## config.mk

```make
export PLATFORM = sky130hd
export DESIGN_NAME = display_scan_controller
export DESIGN_NICKNAME = d
export VERILOG_FILES = /design/src/rtl/display_scan_pkg.sv /design/src/rtl/scan_prescaler.sv /design/src/rtl/display_scan_controller.sv
export SDC_FILE = /design/constraint.sdc
export NUM_CORES = 1
export LEC_CHECK = 0
export ABC_AREA = 1
export BUFFER_PORTS_ARGS = -buffer_cell sky130_fd_sc_hd__buf_2
export CORE_ASPECT_RATIO = 1.1
export CORE_MARGIN = 4
export CORE_UTILIZATION = 60
export DETAILED_ROUTE_END_ITERATION = 6
export GPL_TIMING_DRIVEN = 0
export PLACE_DENSITY = 0.88
export SLEW_MARGIN = 15
export SYNTH_ARGS = -nofsm -noshare
export SYNTH_HDL_FRONTEND = slang
export SYNTH_SLANG_ARGS = --single-unit
```

## constraint.sdc

```tcl
create_clock -name clk -period 3.8 [get_ports clk]
set_input_delay 0.57 -clock clk [delete_from_list [all_inputs] [get_ports clk]]
set_output_delay 0.57 -clock clk [all_outputs]
set_load 0.03 [all_outputs]
```

## src/rtl/display_scan_pkg.sv

```systemverilog
// Shared types and register map for the multiplexed 7-segment display scanner.
// Digit nibbles are packed eight to a 32-bit word, digit i at bits [4i+3:4i].
package display_scan_pkg;

    typedef enum logic [1:0] {
        ST_IDLE  = 2'd0,
        ST_BLANK = 2'd1,
        ST_SHOW  = 2'd2
    } scan_state_e;

    localparam logic [3:0] ADDR_SHADOW0 = 4'h0;
    localparam logic [3:0] ADDR_SHADOW1 = 4'h1;
    localparam logic [3:0] ADDR_SHADOW2 = 4'h2;
    localparam logic [3:0] ADDR_SHADOW3 = 4'h3;
    localparam logic [3:0] ADDR_DP      = 4'h4;
    localparam logic [3:0] ADDR_CTRL    = 4'h5;
    localparam logic [3:0] ADDR_DIV     = 4'h6;
    localparam logic [3:0] ADDR_DWELL   = 4'h7;
    localparam logic [3:0] ADDR_CMD     = 4'h8;

    localparam int unsigned CTRL_EN_BIT      = 7;
    localparam int unsigned CTRL_LZS_BIT     = 6;
    localparam int unsigned CTRL_POL_BIT     = 5;
    localparam int unsigned STAT_PENDING_BIT = 7;
    localparam int unsigned STAT_BUSY_BIT    = 6;

    function automatic logic [3:0] digit_at(input logic [31:0] digits, input logic [2:0] idx);
        return digits[{idx, 2'b00} +: 4];
    endfunction

endpackage

```

## src/rtl/scan_prescaler.sv

```systemverilog
// Programmable tick generator: counts 0..divider and pulses tick on the wrap cycle.
// clear holds the count at zero so the first tick after release is a full period away.
module scan_prescaler (
    input  logic       clk,
    input  logic       rst_n,
    input  logic       clear,
    input  logic [7:0] divider,
    output logic       tick
);

    logic [7:0] cnt_q;
    logic [7:0] cnt_d;

    always_comb begin
        tick  = (cnt_q >= divider);
        cnt_d = (clear || tick) ? '0 : cnt_q + 8'd1;
    end

    always_ff @(posedge clk) begin
        if (!rst_n) begin
            cnt_q <= '0;
        end else begin
            cnt_q <= cnt_d;
        end
    end

endmodule

```

## src/rtl/display_scan_controller.sv

```systemverilog
// Time-multiplexed digit scanner sharing one external BCD-to-7-segment decoder,
// with double-buffered digit store, blanking dead-time and ripple-blank chaining.
module display_scan_controller #(
    parameter int unsigned NUM_DIGITS = 8
) (
    input  logic                  clk,
    input  logic                  rst_n,
    input  logic [3:0]            address,
    input  logic                  data_write,
    input  logic [7:0]            data_in,
    output logic [7:0]            data_out,
    output logic [3:0]            dec_bcd,
    output logic                  dec_rbi,
    input  logic [6:0]            dec_seg,
    input  logic                  dec_rbo,
    output logic [7:0]            seg_out,
    output logic [NUM_DIGITS-1:0] dig_en
);

    import display_scan_pkg::*;

    localparam logic [2:0] LAST_MAX = 3'(NUM_DIGITS - 1);

    scan_state_e           state_q, state_d;
    logic [2:0]            idx_q, idx_d;
    logic [2:0]            frame_last_q, frame_last_d;
    logic [3:0]            dwell_cnt_q, dwell_cnt_d;
    logic [31:0]           shadow_q, shadow_d;
    logic [7:0]            shadow_dp_q, shadow_dp_d;
    logic [31:0]           active_q, active_d;
    logic [7:0]            active_dp_q, active_dp_d;
    logic                  en_q, en_d;
    logic                  lzs_q, lzs_d;
    logic                  pol_q, pol_d;
    logic [2:0]            last_q, last_d;
    logic [7:0]            div_q, div_d;
    logic [3:0]            dwell_q, dwell_d;
    logic                  pending_q, pending_d;
    logic [3:0]            dec_bcd_q, dec_bcd_d;
    logic                  dec_rbi_q, dec_rbi_d;
    logic [7:0]            seg_out_q, seg_out_d;
    logic [NUM_DIGITS-1:0] dig_en_q, dig_en_d;

    logic                  tick;
    logic                  prescale_clear;
    logic                  frame_end;
    logic                  commit_wr;
    logic                  apply_commit;
    logic [NUM_DIGITS-1:0] onehot;

    assign prescale_clear = (state_q == ST_IDLE);

    scan_prescaler u_prescaler (
        .clk     (clk),
        .rst_n   (rst_n),
        .clear   (prescale_clear),
        .divider (div_q),
        .tick    (tick)
    );

    always_ff @(posedge clk) begin
        if (!rst_n) begin
            state_q      <= ST_IDLE;
            idx_q        <= LAST_MAX;
            frame_last_q <= LAST_MAX;
            dwell_cnt_q  <= '0;
            shadow_q     <= '0;
            shadow_dp_q  <= '0;
            active_q     <= '0;
            active_dp_q  <= '0;
            en_q         <= 1'b0;
            lzs_q        <= 1'b0;
            pol_q        <= 1'b0;
            last_q       <= LAST_MAX;
            div_q        <= '0;
            dwell_q      <= '0;
            pending_q    <= 1'b0;
            dec_bcd_q    <= '0;
            dec_rbi_q    <= 1'b0;
            seg_out_q    <= '0;
            dig_en_q     <= '0;
        end else begin
            state_q      <= state_d;
            idx_q        <= idx_d;
            frame_last_q <= frame_last_d;
            dwell_cnt_q  <= dwell_cnt_d;
            shadow_q     <= shadow_d;
            shadow_dp_q  <= shadow_dp_d;
            active_q     <= active_d;
            active_dp_q  <= active_dp_d;
            en_q         <= en_d;
            lzs_q        <= lzs_d;
            pol_q        <= pol_d;
            last_q       <= last_d;
            div_q        <= div_d;
            dwell_q      <= dwell_d;
            pending_q    <= pending_d;
            dec_bcd_q    <= dec_bcd_d;
            dec_rbi_q    <= dec_rbi_d;
            seg_out_q    <= seg_out_d;
            dig_en_q     <= dig_en_d;
        end
    end

    // Register file; a commit copies the pre-write shadow, so a same-edge shadow write stays pending.
    always_comb begin
        shadow_d     = shadow_q;
        shadow_dp_d  = shadow_dp_q;
        en_d         = en_q;
        lzs_d        = lzs_q;
        pol_d        = pol_q;
        last_d       = last_q;
        div_d        = div_q;
        dwell_d      = dwell_q;
        commit_wr    = data_write && (address == ADDR_CMD) && data_in[0];
        apply_commit = frame_end && (pending_q || commit_wr);
        active_d     = apply_commit ? shadow_q : active_q;
        active_dp_d  = apply_commit ? shadow_dp_q : active_dp_q;
        pending_d    = apply_commit ? 1'b0 : (commit_wr ? 1'b1 : pending_q);
        if (data_write) begin
            case (address)
                ADDR_SHADOW0, ADDR_SHADOW1, ADDR_SHADOW2, ADDR_SHADOW3:
                    shadow_d[{address[1:0], 3'b000} +: 8] = data_in;
                ADDR_DP:    shadow_dp_d = data_in;
                ADDR_CTRL: begin
                    en_d   = data_in[CTRL_EN_BIT];
                    lzs_d  = data_in[CTRL_LZS_BIT];
                    pol_d  = data_in[CTRL_POL_BIT];
                    last_d = (data_in[2:0] > LAST_MAX) ? LAST_MAX : data_in[2:0];
                end
                ADDR_DIV:   div_d   = data_in;
                ADDR_DWELL: dwell_d = data_in[3:0];
                default: ;
            endcase
        end
    end

    always_comb begin
        state_d      = state_q;
        idx_d        = idx_q;
        frame_last_d = frame_last_q;
        dwell_cnt_d  = dwell_cnt_q;
        frame_end    = 1'b0;
        if (!en_q) begin
            state_d = ST_IDLE;
            idx_d   = last_q;
        end else begin
            case (state_q)
                ST_IDLE: begin
                    state_d      = ST_BLANK;
                    idx_d        = last_q;
                    frame_last_d = last_q;
                end
                ST_BLANK: begin
                    if (tick) begin
                        state_d     = ST_SHOW;
                        dwell_cnt_d = '0;
                    end
                end
                ST_SHOW: begin
                    if (tick) begin
                        if (dwell_cnt_q >= dwell_q) begin
                            state_d = ST_BLANK;
                            if (idx_q == 3'd0) begin
                                frame_end    = 1'b1;
                                idx_d        = last_q;
                                frame_last_d = last_q;
                            end else begin
                                idx_d = idx_q - 3'd1;
                            end
                        end else begin
                            dwell_cnt_d = dwell_cnt_q + 4'd1;
                        end
                    end
                end
                default: state_d = ST_IDLE;
            endcase
        end
    end

    // Decoder inputs load on BLANK entry using post-commit data so the decoder settles during BLANK.
    always_comb begin
        dec_bcd_d = dec_bcd_q;
        dec_rbi_d = dec_rbi_q;
        if ((state_d == ST_BLANK) && (state_q != ST_BLANK)) begin
            dec_bcd_d = digit_at(active_d, idx_d);
            if (idx_d == 3'd0) begin
                dec_rbi_d = 1'b0;
            end else if (idx_d == frame_last_d) begin
                dec_rbi_d = lzs_q;
            end else begin
                dec_rbi_d = dec_rbo;
            end
        end
        for (int unsigned i = 0; i < NUM_DIGITS; i++) begin
            onehot[i] = (idx_q == 3'(i));
        end
        if (state_d == ST_SHOW) begin
            seg_out_d = {active_dp_q[idx_q], dec_seg};
            dig_en_d  = onehot ^ {NUM_DIGITS{pol_q}};
        end else begin
            seg_out_d = '0;
            dig_en_d  = {NUM_DIGITS{pol_q}};
        end
    end

    always_comb begin
        case (address)
            ADDR_SHADOW0, ADDR_SHADOW1, ADDR_SHADOW2, ADDR_SHADOW3:
                data_out = shadow_q[{address[1:0], 3'b000} +: 8];
            ADDR_DP:    data_out = shadow_dp_q;
            ADDR_CTRL:  data_out = {en_q, lzs_q, pol_q, 2'b00, last_q};
            ADDR_DIV:   data_out = div_q;
            ADDR_DWELL: data_out = {4'b0000, dwell_q};
            ADDR_CMD:   data_out = {pending_q, (state_q != ST_IDLE), 3'b000, idx_q};
            default:    data_out = '1;
        endcase
    end

    assign dec_bcd = dec_bcd_q;
    assign dec_rbi = dec_rbi_q;
    assign seg_out = seg_out_q;
    assign dig_en  = dig_en_q;

endmodule

```

==> impl_metrics.csv, run 1 <==
group,metric,value,unit
synthesis,synth.distinct_cells,42,
routing,via_per_inst,5.95,
placed_design,pre_cts_ws,-154,ps
clocking,clockBufferDepth,2,
placed_design,placed_area,7390,sq um
sta,fin_ws,272,ps
synthesis,syn_nets,1050,
power_and_ir_drop,ir_drop,0.349,mV
synthesis,synth_warnings,0,
synthesis,yosys_register_bits,140,
grt,grt_pass1_vias,6833,
routing,routed_wl,20700,um
placed_design,gp_congestion,0.982,
power_and_ir_drop,pwr_density_cell,425,nW/um^2
clocking,clock_latency,430,ps
synthesis,syn-mean-instance-area,6.94,sq um
sta,slew_headroom,57.8,%
cells_and_area,syn2layout_area_growth,14.4,%
floorplanning,ios,52,
clocking,cts_tree,"yes",
synthesis,syn_area,6960,sq um
sta,setup_viol,0,
placed_design,detailed_place_hpwl,14800,um
hold_path,worst_hold_path_type,"in2reg",
cells_and_area,antenna_cells,0,
sta,slew_viol_final,0,
cells_and_area,num-nets-final,1117,
routing,ant_nets,0,
synthesis,synth_cells,1003,
synthesis,ys_seq_area_share,40.3,%
outcome,status,"finished with violations",
grt,grt_max_degree,17,
sta,tightestPinTransition,633,ps
routing,wl_per_cell,16.8,um
cells_and_area,fin_cells,1233,
grt,grt_usage,30.6,%
critical_path,arrival,2960,ps
cells_and_area,drive_gt1_share,11.0,%
sta,post-route-min-period,3530,ps
outcome,violations,"design-rule violations",
cells_and_area,fin_area,7970,sq um
critical_path,required,3230,ps
routing,drc,6,
power_and_ir_drop,leakage,3.44,nW
floorplanning,rows,41,
floorplanning,core_area,11400,sq um
floorplanning,start_util,61.1,%
cells_and_area,post-route-util,70.0,%
critical_path,crit_fanout,11,
floorplanning,die_h,121,um
sta,hold_violations,0,
floorplanning,dieArea,13400,sq um
routing,first_pass_iters,7,
placed_design,dp_cells,1201,
clocking,clock_sinks,140,
sta,max_freq,283,MHz
critical_path,r2r_slack,790,ps
sta,min_period_over_period,92.8,%
clocking,htreeDepth,4,
critical_path,start_kind,"input pin",
grt,antenna_found_initial,0,
routing,via_count,7342,
clocking,numCtsBuffers,17,
critical_path,path_class,"in2out",
clocking,root_buffer,"clkbuf_16",
clocking,clkTransAtPathRegs,60,ps
flow_run,maxCapViolCount,0,
cells_and_area,final_cell_mix,"nand2_1, dfxtp_1, inv_1",
sta,skew,10.4,ps
grt,grt_pass1_wl,33200,um
critical_path,endpoint_kind,"primary output",
placed_design,place.port_buffers,48,
grt,grt.overflow.total,0,
cells_and_area,layout_commonest_cell,"nand2_1",
floorplanning,fp.dieW,111,um
routing,first_iter_violations,838,
sta,rsz0062_at_grt,"no",
power_and_ir_drop,p_total,3.39,mW
## worst max-delay path, cell delays in order
cell and delay [ps]:
buf_2 100, clkbuf_2 230, clkinvlp_4 260, ha_1 240, buf_2 180, inv_1 160, nor2_2 120, inv_1 200
nand4_1 370, o2111ai_1 280, buf_2 250
## final timing paths
check | startpoint | endpoint | cells after the start
max | address[1] | data_out[3] | 11
min | dec_seg[3] | seg_out[3] | 3
max reg2reg | idx_q[0] | dec_bcd[3] | 18
min reg2reg | active_dp_q[2] | active_dp_q[2] | 2
## repair_timing
action,in CTS,in global routing
hold buffers,0,0
buffers inserted,0,1
cloned,0,0
gates resized for setup,0,7
setup endpoints to repair,8,8
## per-layer routing
layer,global-route usage (%),share of wire [%],up-vias
met4,19.6,6.3,0
met3,6.08,10,104
li1,-,-,3464
met1,35.8,37,3300
met5,0,0,-
met2,51.3,47,474
## synth_stat cells, drive strengths merged
master	number	area [sq um]
clkbuf	32	120
a31oi	5	31.3
a21oi	102	526
clkinv	1	3.75
o21a	1	8.76
a221oi	2	17.5
o21ai	122	611
a211oi	11	82.6
nor3	19	100
a22oi	1	7.51
o211ai	1	7.51
nand4	8	50.1
ha	24	300
nor4	5	31.3
o21bai	1	7.51
nor3b	4	30.0
xnor2	3	26.3
o22ai	10	62.6
and3	1	6.26
o2111ai	1	8.76
xor2	2	17.5
nand3	68	355
or2	1	6.26
o221ai	1	8.76
nor2	103	387
buf	15	106
a41oi	4	35.0
nand2	190	733
or3	1	6.26
dfxtp	140	2800
inv	124	465
## layout make-up
cell class / count / area, sq um
tap: 150 / 188
multi-input combinational: 691 / 3470
clock inverter: 12 / 114
timing repair buffer: 49 / 248
inverter: 125 / 477
clock buffer: 20 / 447
buffer: 46 / 225
fill: 922 / 3420
sequential: 140 / 2800
## through the flow
stage / hold WS, ps / setup TNS (ps)
after floorplan: 425 / 0
after global placement: 438 / -538
after detailed placement: 442 / -611
after CTS: 353 / 0
after global routing: 360 / 0
final: 349 / 0
## kinds of logic after synthesis
family | Yosys count | share of synthesized area, %
AOI/OAI and AO/OA | 262 | 20.3
xor gates and xnor gates | 5 | 0.629
adders and majority gates | 24 | 4.31
buffers and inverters | 172 | 9.99
DFF | 140 | 40.3
and+or+nand+nor | 400 | 24.5
## power by group
group	internal, mW	switching [mW]
registers	1.48	0.00812
logic	0.0798	0.217
clock network	0.922	0.677
## registers in the layout, summed over array words and instances, names as in the netlist
signal             flops
active_q              32
shadow_q              32
active_dp_q            8
dig_en                 8
div_q                  8
seg_out                8
shadow_dp_q            8
u_prescaler.cnt_q      8
dec_bcd                4
dwell_cnt_q            4
dwell_q                4
frame_last_q           3
idx_q                  3
last_q                 3
state_q                2
dec_rbi                1
en_q                   1
lzs_q                  1
pending_q              1
pol_q                  1
Power figures use the tool's default switching activity.
==> run 2: changes to the inputs <==
==> constraint.sdc (replaced) <==
create_clock -name clk -period 3.9 [get_ports clk]
set_input_delay 0.585 -clock clk [delete_from_list [all_inputs] [get_ports clk]]
set_output_delay 0.585 -clock clk [all_outputs]
set_load 0.03 [all_outputs]
==> impl_metrics.csv, run 2 (synthesis results as in run 1) <==
group,metric,value,unit
critical_path,required,3310,ps
routing,wl_per_cell,16.8,um
sta,slew_viol_final,0,
critical_path,start_kind,"input pin",
sta,min_period_over_period,94.8,%
sta,tns,0,ps
critical_path,crit_fanout,10,
grt,grt.overflow.total,0,
power_and_ir_drop,leakage,3.43,nW
power_and_ir_drop,pwr_density_cell,414,nW/um^2
critical_path,r2r_slack,880,ps
power_and_ir_drop,p_int,2.42,mW
clocking,clkTransAtPathRegs,60,ps
critical_path,crit_path_end,"data_out[3]",
sta,skew,9.04,ps
sta,max_freq,270,MHz
floorplanning,ios,52,
routing,drc,1,
cells_and_area,antenna_cells,0,
critical_path,r2r_end,"dec_bcd[3]",
cells_and_area,layout_commonest_cell,"nand2_1",
grt,grt_pass1_vias,6833,
cells_and_area,syn2layout_area_growth,14.4,%
clocking,clockBufferDepth,2,
routing,via_count,7327,
power_and_ir_drop,ir_drop,0.344,mV
clocking,clock_latency,430,ps
cells_and_area,post-route-util,69.9,%
power_and_ir_drop,p_total,3.30,mW
grt,grt_max_degree,17,
outcome,status,"finished with violations",
clocking,cts_tree,"yes",
placed_design,dp_cells,1201,
routing,ant_nets,0,
routing,via_per_inst,5.94,
critical_path,path_class,"in2out",
floorplanning,rows,41,
critical_path,endpoint_kind,"primary output",
outcome,violations,"design-rule violations",
flow_run,maxCapViolCount,0,
hold_path,holdPathStages,3,
floorplanning,dieArea,13400,sq um
cells_and_area,reg.largest.list,"active_q (32), shadow_q (32)",
critical_path,r2r-start,"idx_q[0]",
floorplanning,core_area,11400,sq um
cells_and_area,num-nets-final,1117,
critical_path,r2r_cells,18,
sta,slew_headroom,58.2,%
placed_design,place.port_buffers,48,
placed_design,placed_area,7390,sq um
cells_and_area,fin_area,7970,sq um
power_and_ir_drop,switchingPower,880,uW
placed_design,pre_cts_ws,-83.9,ps
clocking,root_buffer,"clkbuf_16",
floorplanning,die_h,121,um
power_and_ir_drop,power.share.clock,47.2,%
placed_design,gp_congestion,0.982,
grt,antenna_found_initial,0,
power_and_ir_drop,p_comb_share,8.8,%
grt,grt_usage,30.6,%
critical_path,cp-startpoint,"address[0]",
routing,first_pass_iters,7,
sta,rsz0062_at_grt,"no",
routing,first_iter_violations,838,
power_and_ir_drop,swShare,26.7,%
clocking,numCtsBuffers,17,
placed_design,detailed_place_hpwl,14800,um
sta,tightestPinTransition,628,ps
clocking,htreeDepth,4,
sta,hold_ws,361,ps
cells_and_area,fin_cells,1233,
sta,setup_viol,0,
clocking,cts_hold_buf,0,
cells_and_area,drive_gt1_share,10.9,%
critical_path,arrival,3110,ps
sta,hold_violations,0,
floorplanning,fp.dieW,111,um
grt,grt_pass1_wl,33200,um
sta,fin_ws,202,ps
hold_path,worst_hold_path_type,"in2reg",
routing,routed_wl,20700,um
power_and_ir_drop,seqPwrFrac,44.0,%
sta,post-route-min-period,3700,ps
cells_and_area,final_cell_mix,"nand2_1, dfxtp_1, inv_1",
floorplanning,start_util,61.1,%
clocking,clock_sinks,140,
==> run 2: cell counts in the layout (fill, tap and decap cells not counted) <==
No cell type changed its count.
==> run 2: how the worst min path moves through the flow <==
stage / startpoint / to / slack (ps)
after floorplan: active_dp_q[2] / active_dp_q[2] / 420
after global placement: active_dp_q[2] / active_dp_q[2] / 440
after detailed placement: active_dp_q[2] / active_dp_q[2] / 440
after CTS: dec_seg[3] / seg_out[3] / 370
after global routing: dec_seg[3] / seg_out[3] / 370
final: dec_seg[3] / seg_out[3] / 360
==> run 2: worst max-delay path: stages <==
cell and delay (ps):
buf_2 100, clkbuf_1 400, clkinvlp_4 230, ha_1 220
buf_2 170, inv_1 150, nor2_2 120, inv_1 200
nand4_1 380, o2111ai_1 290, buf_2 250
==> run 2: layer usage <==
metal  global-route usage (%)  share of wire (%)  wire length, um  vias up
li1                         -                  -                -     3457
met1                     35.8                 37             7600     3301
met2                     51.3                 47             9760      461
met3                     6.08                9.9             2060      108
met4                     19.6                6.4             1330        0
met5                        0                  0                0        -
==> run 2: layout make-up <==
cell class,instances,area (sq um)
Timing Repair Buffer,49,248
Buffer,46,224
Multi-Input combinational cell,691,3470
Tap cell,150,188
Fill cell,923,3420
Clock inverter,12,114
Sequential cell,140,2800
Inverter,125,477
Clock buffer,20,447
==> run 2: power groups by stage <==
stage	sequential, mW	clock, mW	combinational (mW)
after floorplan	1.49	0	0.183
after global placement	1.48	0	0.271
after detailed placement	1.48	0	0.274
after CTS	1.45	1.54	0.278
after global routing	1.45	1.62	0.312
final	1.45	1.56	0.289
==> run 2: repair_timing <==
action / in CTS / in global routing
endpoints found under the hold margin: 0 / 0
resized for setup: 0 / 5
buffers inserted: 0 / 1
setup endpoints to repair: 6 / 8
